<file path="config.mk">
export PLATFORM = sky130hd
export DESIGN_NAME = connect4_turn_ctrl
export DESIGN_NICKNAME = d
export VERILOG_FILES = /design/src/rtl/connect4_turn_ctrl.sv
export SDC_FILE = /design/constraint.sdc
export NUM_CORES = 1
export LEC_CHECK = 0
export ABC_AREA = 0
export CORE_ASPECT_RATIO = 0.75
export CORE_UTILIZATION = 47
export DETAILED_ROUTE_END_ITERATION = 8
export PLACE_DENSITY = 0.84
export SLEW_MARGIN = 20
export SYNTH_ARGS = -nofsm -noshare
export SYNTH_HDL_FRONTEND = slang
export SYNTH_SLANG_ARGS = --single-unit
</file>
<file path="constraint.sdc">
create_clock -name clk -period 1.86 [get_ports clk]
set_input_delay 0.372 -clock clk [delete_from_list [all_inputs] [get_ports clk]]
set_output_delay 0.372 -clock clk [all_outputs]
set_load 0.01 [all_outputs]
</file>
<file path="src/rtl/connect4_turn_ctrl.sv">
// rtl/connect4_turn_ctrl.sv - Connect4 round-robin turn and game-state controller
// Optional per-turn timeout is compiled in by defining TURN_TIMEOUT_EN.
module connect4_turn_ctrl #(
  parameter int NUM_PLAYERS    = 2,
  parameter int COLS           = 7,
  parameter int ROWS           = 6,
  parameter int TIMEOUT_CYCLES = 1000,
  localparam int PW    = (NUM_PLAYERS > 2) ? $clog2(NUM_PLAYERS) : 1,
  localparam int COL_W = $clog2(COLS),
  localparam int CNT_W = $clog2(ROWS*COLS+1)
) (
  input  logic             clk,
  input  logic             reset,
  input  logic             start,
  input  logic             move_valid,
  input  logic [COL_W-1:0] move_col,
  output logic             move_ready,
  output logic             move_reject,
  output logic             drop_req,
  output logic [COL_W-1:0] drop_col,
  output logic [PW-1:0]    drop_player,
  input  logic             eval_valid,
  input  logic [1:0]       eval_result,
  output logic [1:0]       state,
  output logic [PW-1:0]    current_player,
  output logic [CNT_W-1:0] turn_count,
  output logic [PW-1:0]    winner,
  output logic             tie,
  output logic             game_over,
  output logic             timeout_pulse
);
  typedef enum logic [1:0] {S_IDLE = 2'b00, S_TURN = 2'b01, S_EVAL = 2'b10, S_OVER = 2'b11} state_t;

  localparam logic [1:0]       RES_NEXT    = 2'b00;
  localparam logic [1:0]       RES_WIN     = 2'b01;
  localparam logic [1:0]       RES_TIE     = 2'b10;
  localparam logic [COL_W:0]   COL_LIMIT   = (COL_W+1)'(COLS);
  localparam logic [CNT_W-1:0] CELLS       = CNT_W'(ROWS*COLS);
  localparam logic [PW-1:0]    LAST_PLAYER = PW'(NUM_PLAYERS-1);

  state_t             cur, nxt;
  logic               handshake, col_ok, expire;
  logic [CNT_W-1:0]   count_inc;
  logic [PW-1:0]      player_inc;
  logic               n_reject, n_drop_req, n_tie, n_timeout;
  logic [COL_W-1:0]   n_drop_col;
  logic [PW-1:0]      n_drop_player, n_player, n_winner;
  logic [CNT_W-1:0]   n_count;

  assign handshake  = move_valid & move_ready;
  assign col_ok     = {1'b0, move_col} < COL_LIMIT;
  assign count_inc  = turn_count + CNT_W'(1);
  // Explicit wrap so 3 players never visit encoding 3.
  assign player_inc = (current_player == LAST_PLAYER) ? '0 : current_player + PW'(1);
  assign state      = cur;

`ifdef TURN_TIMEOUT_EN
  localparam int TW = $clog2(TIMEOUT_CYCLES);
  logic [TW-1:0] timer;

  // Handshake in the expiry cycle takes priority over the timeout.
  assign expire = (cur == S_TURN) && !handshake && (timer == TW'(TIMEOUT_CYCLES-1));

  always_ff @(posedge clk or posedge reset) begin
    if (reset)                       timer <= '0;
    else if (cur != S_TURN || expire) timer <= '0;
    else                             timer <= timer + TW'(1);
  end
`else
  assign expire = 1'b0;
`endif

  always_ff @(posedge clk or posedge reset) begin
    if (reset) begin
      cur            <= S_IDLE;
      move_ready     <= 1'b0;
      move_reject    <= 1'b0;
      drop_req       <= 1'b0;
      drop_col       <= '0;
      drop_player    <= '0;
      current_player <= '0;
      turn_count     <= '0;
      winner         <= '0;
      tie            <= 1'b0;
      game_over      <= 1'b0;
      timeout_pulse  <= 1'b0;
    end else begin
      cur            <= nxt;
      move_ready     <= (nxt == S_TURN);
      move_reject    <= n_reject;
      drop_req       <= n_drop_req;
      drop_col       <= n_drop_col;
      drop_player    <= n_drop_player;
      current_player <= n_player;
      turn_count     <= n_count;
      winner         <= n_winner;
      tie            <= n_tie;
      game_over      <= (nxt == S_OVER);
      timeout_pulse  <= n_timeout;
    end
  end

  always_comb begin
    nxt = cur;
    case (cur)
      S_IDLE, S_OVER: if (start) nxt = S_TURN;
      S_TURN:         if (handshake && col_ok) nxt = S_EVAL;
      S_EVAL: begin
        if (eval_valid) begin
          case (eval_result)
            RES_NEXT: nxt = (count_inc == CELLS) ? S_OVER : S_TURN;
            RES_WIN,
            RES_TIE:  nxt = S_OVER;
            default:  nxt = S_TURN;
          endcase
        end
      end
      default: nxt = S_IDLE;
    endcase
  end

  always_comb begin
    n_reject      = 1'b0;
    n_drop_req    = 1'b0;
    n_timeout     = 1'b0;
    n_drop_col    = drop_col;
    n_drop_player = drop_player;
    n_player      = current_player;
    n_count       = turn_count;
    n_winner      = winner;
    n_tie         = tie;
    case (cur)
      S_IDLE, S_OVER: begin
        if (start) begin
          n_player = '0;
          n_count  = '0;
          n_winner = '0;
          n_tie    = 1'b0;
        end
      end
      S_TURN: begin
        if (handshake) begin
          if (col_ok) begin
            n_drop_req    = 1'b1;
            n_drop_col    = move_col;
            n_drop_player = current_player;
          end else begin
            n_reject = 1'b1;
          end
        end else if (expire) begin
          n_timeout = 1'b1;
          n_player  = player_inc;
        end
      end
      S_EVAL: begin
        if (eval_valid) begin
          case (eval_result)
            RES_NEXT: begin
              n_count = count_inc;
              if (count_inc == CELLS) n_tie = 1'b1;
              else                    n_player = player_inc;
            end
            RES_WIN: begin
              n_count  = count_inc;
              n_winner = drop_player;
            end
            RES_TIE: begin
              n_count = count_inc;
              n_tie   = 1'b1;
            end
            default: n_reject = 1'b1;
          endcase
        end
      end
      default: ;
    endcase
  end
endmodule

</file>
* Word level (Yosys, flattened, before mapping) *
Index checks and enable logic that the tools add are counted.

operators by class
  bitwise logic cells = 2
  div/mod/pow operators = 0
  multiplexer cells = 31
  reductions and logical operators = 12
  multiply operators = 0
  eq/ne operators = 16
  $lt $le $gt $ge = 1
  shift operators = 0
  add/sub/neg operators = 2

operators by type and width
  kind                                                                    count
  6-bit two-way mux                                                       3
  1-bit two-way mux                                                       16
  2-bit != test (second input constant)                                   6
  6-bit case mux with 2 select lines                                      1
  1-bit case mux with 2 select lines                                      5
  5-bit AND reduction                                                     2
  2-bit equality test (second input constant)                             4
  2-bit two-way mux                                                       4
  4-bit AND reduction                                                     2
  6-bit by 1-bit adder with 6-bit output (second input constant)          1
  2-bit by 1-bit equality test with 1-bit output (second input constant)  3
  6-bit equality test (second input constant)                             1
  3-bit != test (second input constant)                                   2
  2-bit case mux with 3 select lines                                      1
  2-bit zero test                                                         2
  2-bit case mux with 2 select lines                                      1
  2-bit OR reduction                                                      2
  3-bit < comparator (second input constant)                              1
  3-bit AND reduction                                                     1
  3-bit OR reduction                                                      1
  2-bit nonzero test                                                      1
  1-bit adder (second input constant)                                     1
  1-bit bitwise AND                                                       1
  1-bit logical AND                                                       1
  1-bit inverter                                                          1

word-level totals
  register bits = 19
  bits in read-only memories = 0
  memories kept = 0
  output and inout bits = 20
  bits in latches = 0
  logic and storage cells = 75
  memory bits (writable) = 0

* Logic depth before layout (Yosys ltp) *
  word-level depth = 7
  gate-level depth with buffers = 7

* Worst setup path after synthesis *
No wires, ideal clock.

  kind = register to register
  start point = register cur[0] (netlist: state[0])
  end point = register move_ready
  slack = 0.060 ns
  arrival = 1.732 ns
  period minus slack after synthesis = 1.800 ns
  data required time = 1.792 ns
  setup time = 0.068 ns
  stages on the path, launching flop included = 7
  path buffers = 0
  cell sequence = dfrtp_1 -> inv_1 -> ha_1 -> or4_1 -> o311a_1 -> o31ai_2 -> nor2b_4

on the way
  word-level cells in the longest chain between the ends = 4

RTL lines
  element                                                        line  source
  from (decl)                                                    41    state_t cur, nxt;
  from (signal assigned)                                         88    cur <= nxt;
  2-bit equality test / 2-bit zero test (equally long branches)  105   case (cur)
  2-bit OR reduction                                             105
  2-bit case mux with 3 select lines *                           105
  2-bit by 1-bit equality test with 1-bit output *               89    move_ready <= (nxt == S_TURN);
  to (signal assigned)                                           89
  to (decl)                                                      17    output logic move_ready,

Every way passes the cells marked *; elsewhere a longest branch is shown, timed or not.
A chain may end at the register's enable or synchronous reset.

* Worst setup path in the final report *
  start point = register turn_count[0]
  end point = output port turn_count[0]

RTL lines
  element                 line  source
  from (decl)             26    output logic [CNT_W-1:0] turn_count,
  from (signal assigned)  95    turn_count <= n_count;

No word-level cell between the ends.

==> flow_metrics.tcl <==
set metrics [dict create \
    status "finished, final reports clean" \
    tritoncts "done" \
    antenna_found_initial 0 \
    start_util 0.495 \
    maxCapViolCount 0 \
    r2r-start "state[0]$_DFF_PP0_" \
    vdd_ir_drop_max_v 0.000760 \
    die_h_um 44.5 \
    power.density_nw_per_um2 1240 \
    critPathRequiredTime_ns 1.49 \
    ys_warn_count 0 \
    synth_area_um2 1130 \
    synth-main-ff-cell "dfrtp_1" \
    worstSetupEndpoint "turn_count[0]" \
    end_kind "output port" \
    r2r_cells 8 \
    clock.fmax_ghz 0.552 \
    yosysSeqAreaShare 0.419 \
    grt_overflow_total 0 \
    slew_violations 0 \
    track_usage 0.238 \
    r2r_setup_slack_ns 0.07 \
    placed_area_um2 1600 \
    drtIter0Drc 38 \
    numCtsBuffers 3 \
    synth_edf_count 0 \
    cts_sinks 19 \
    grt_pass1_wl_mm 4.60 \
    grt_max_degree 20 \
    p_total_w 0.00209 \
    wire_per_inst_um 15.1 \
    ant_nets 0 \
    dieArea_um2 2610 \
    startpoint "turn_count[0]$_DFFE_PP0P_" \
    crit_type "reg -> out" \
    rows 15 \
    period_share 0.973 \
    ios 30 \
    drive_gt1_frac 0.251 \
    path_clk_slew_ns 0.12 \
    worst_clock_skew_ns 0.0111 \
    final_area_um2 1680 \
    dr.pass1.iters 4 \
    die_w_um 58.7 \
    clock-root-buffer "clkbuf_4" \
    syn-num-nets 136 \
    clock_path_buffers 2 \
    ys_types 36 \
    p_leak_nw 0.759 \
    avgSynthCellArea_um2 9.61 \
    setup_viol 0 \
    antenna_cells 0 \
    routed_wl_mm 3.09 \
    hold_violations 0 \
    path_cells "buf_4, clkdlybuf4s50_1" \
    critPathMaxFanout 4 \
    synthCells 118 \
    critical-path-max-stage-delay_ns 0.53 \
    place.gp.congestion 0.809 \
    grt_pass1_vias 1011 \
    numPortBuffers 28 \
    vias 1139 \
    ctsHoldBuffers 0 \
    hpwlAfterDp_mm 2.19 \
    r2r_end "turn_count[5]$_DFFE_PP0P_" \
    synth-seq-cells 19 \
    clk_latency_ns 0.31 \
    cp-start-kind "flop" \
    layout.nets 190 \
    syn2layout_area_growth_pct 48.1 \
    htree_num_levels 1 \
    synthArstFlopShare 1.00 \
    vias_per_cell 5.56 \
    hold_path_class "in -> async" \
    finalCriticalPeriod_ns 1.81 \
    remaining_drc_errors 0 \
    worst_path_max_delay_cell "clkdlybuf4s50_1" \
    arrival_ns 1.44 \
    floorplan.core_area_um2 2290 \
]
==> power by group <==
group	switching [W]	internal (W)	leakage, nW
Combinational	0.000609	0.000686	0.489
Sequential	0.0000698	0.000506	0.252
Clock	0.000135	0.0000803	0.0177
==> critical path: cells and delay by family, from the launching register on <==
kind,cells,cell delay [ns]
buf+inv,2,0.69
flops,1,0.45
==> routing by layer <==
metal	vias to the layer above	global-route usage	part of all wire
met5	-	0	0
met1	545	0.309	0.42
met4	0	0.0857	0.018
met3	8	0.0556	0.073
li1	525	-	-
met2	61	0.393	0.49
==> worst min-delay path by stage <==
stage | from | to | slack [ns] | cells after the start
after floorplan | reset | current_player$_DFFE_PP0P_ | 0.32 | 1
after global placement | drop_col[1]$_DFFE_PP0P_ | drop_col[1]$_DFFE_PP0P_ | 0.47 | 1
after detailed placement | drop_col[2]$_DFFE_PP0P_ | drop_col[2]$_DFFE_PP0P_ | 0.48 | 1
after CTS | reset | turn_count[5]$_DFFE_PP0P_ | 0.38 | 3
after global routing | reset | turn_count[1]$_DFFE_PP0P_ | 0.42 | 3
final | reset | turn_count[1]$_DFFE_PP0P_ | 0.37 | 3
==> cell usage after synthesis (2+ instances only) <==
| library cell | instances | share of area |
|---|---|---|
| o22a_1 | 2 | 0.015 |
| nand4_1 | 3 | 0.017 |
| o21ai_0 | 4 | 0.018 |
| nor2b_4 | 2 | 0.024 |
| or4_1 | 3 | 0.020 |
| ha_1 | 8 | 0.088 |
| mux2_1 | 2 | 0.020 |
| a21oi_1 | 4 | 0.018 |
| nand2_1 | 14 | 0.046 |
| o21ai_1 | 8 | 0.035 |
| inv_1 | 11 | 0.036 |
| a31oi_1 | 2 | 0.011 |
| o31ai_1 | 3 | 0.020 |
| dfrtp_1 | 19 | 0.42 |
| nor2_1 | 5 | 0.017 |
| nor2b_1 | 2 | 0.011 |
| nand3_1 | 7 | 0.031 |
==> cell type report <==
cell class / count / area [um^2]
sequential: 19 / 475
multi-input combinational: 85 / 631
clock buffer: 3 / 22.5
fill: 169 / 611
inverter: 12 / 45.0
timing repair buffer: 51 / 458
clock inverter: 1 / 5.00
tap: 34 / 42.5
==> registers in the layout, summed over array words and instances (netlist names) <==
register and flops:
move_ready 1, tie 1, game_over 1, drop_col 3
drop_req 1, current_player 1, move_reject 1, winner 1
turn_count 6, drop_player 1, state 2
==> per-stage QoR <==
stage               setup TNS, ns  hold slack, ns  std cells   util  setup WS, ns
floorplan                       0           0.323        118      -        0.0598
CTS                             0           0.380        204  0.715        0.0119
global route              -0.0562           0.424        205  0.733       -0.0301
global placement            -1.71           0.469        199  0.699        -0.269
finish                          0           0.371        205  0.733        0.0494
detailed placement          -2.45           0.481        199  0.699        -0.341
==> cell families (layout without fill, tap and decap cells) <==
kind of cell	Yosys count	count (layout)	share of synthesized area
AOI/OAI and AO/OA	30	30	0.195
adders and majority gates	8	8	0.0883
DFF	19	19	0.419
muxes	4	4	0.0386
and+or+nand+nor	42	42	0.204
other	1	1	0.00331
buffers and inverters	14	67	0.0508
==> cells in the final DEF (no fill, tap or decap), types with 2 or more instances in the layout <==
master and count:
or4_1 3, o22a_1 2, nand4_1 3, inv_1 11, o21ai_0 3, ha_1 4
dfrtp_1 19, a21oi_1 4, buf_4 23, clkdlybuf4s50_1 26, nand2_1 13, a31oi_1 2
nor2b_4 2, nor2b_1 2, dlymetal6s2s_1 2, o21ai_1 9, ha_2 4, clkbuf_4 3
nand3_1 7, nor2_1 5, o31ai_1 3, mux2_1 2
==> timing repair <==
action	in CTS	in global routing
pin swaps	1	1
resized for setup	0	12
buffers inserted	1	1
endpoints found under the setup margin	1	8
Power figures use the tool's default switching activity.
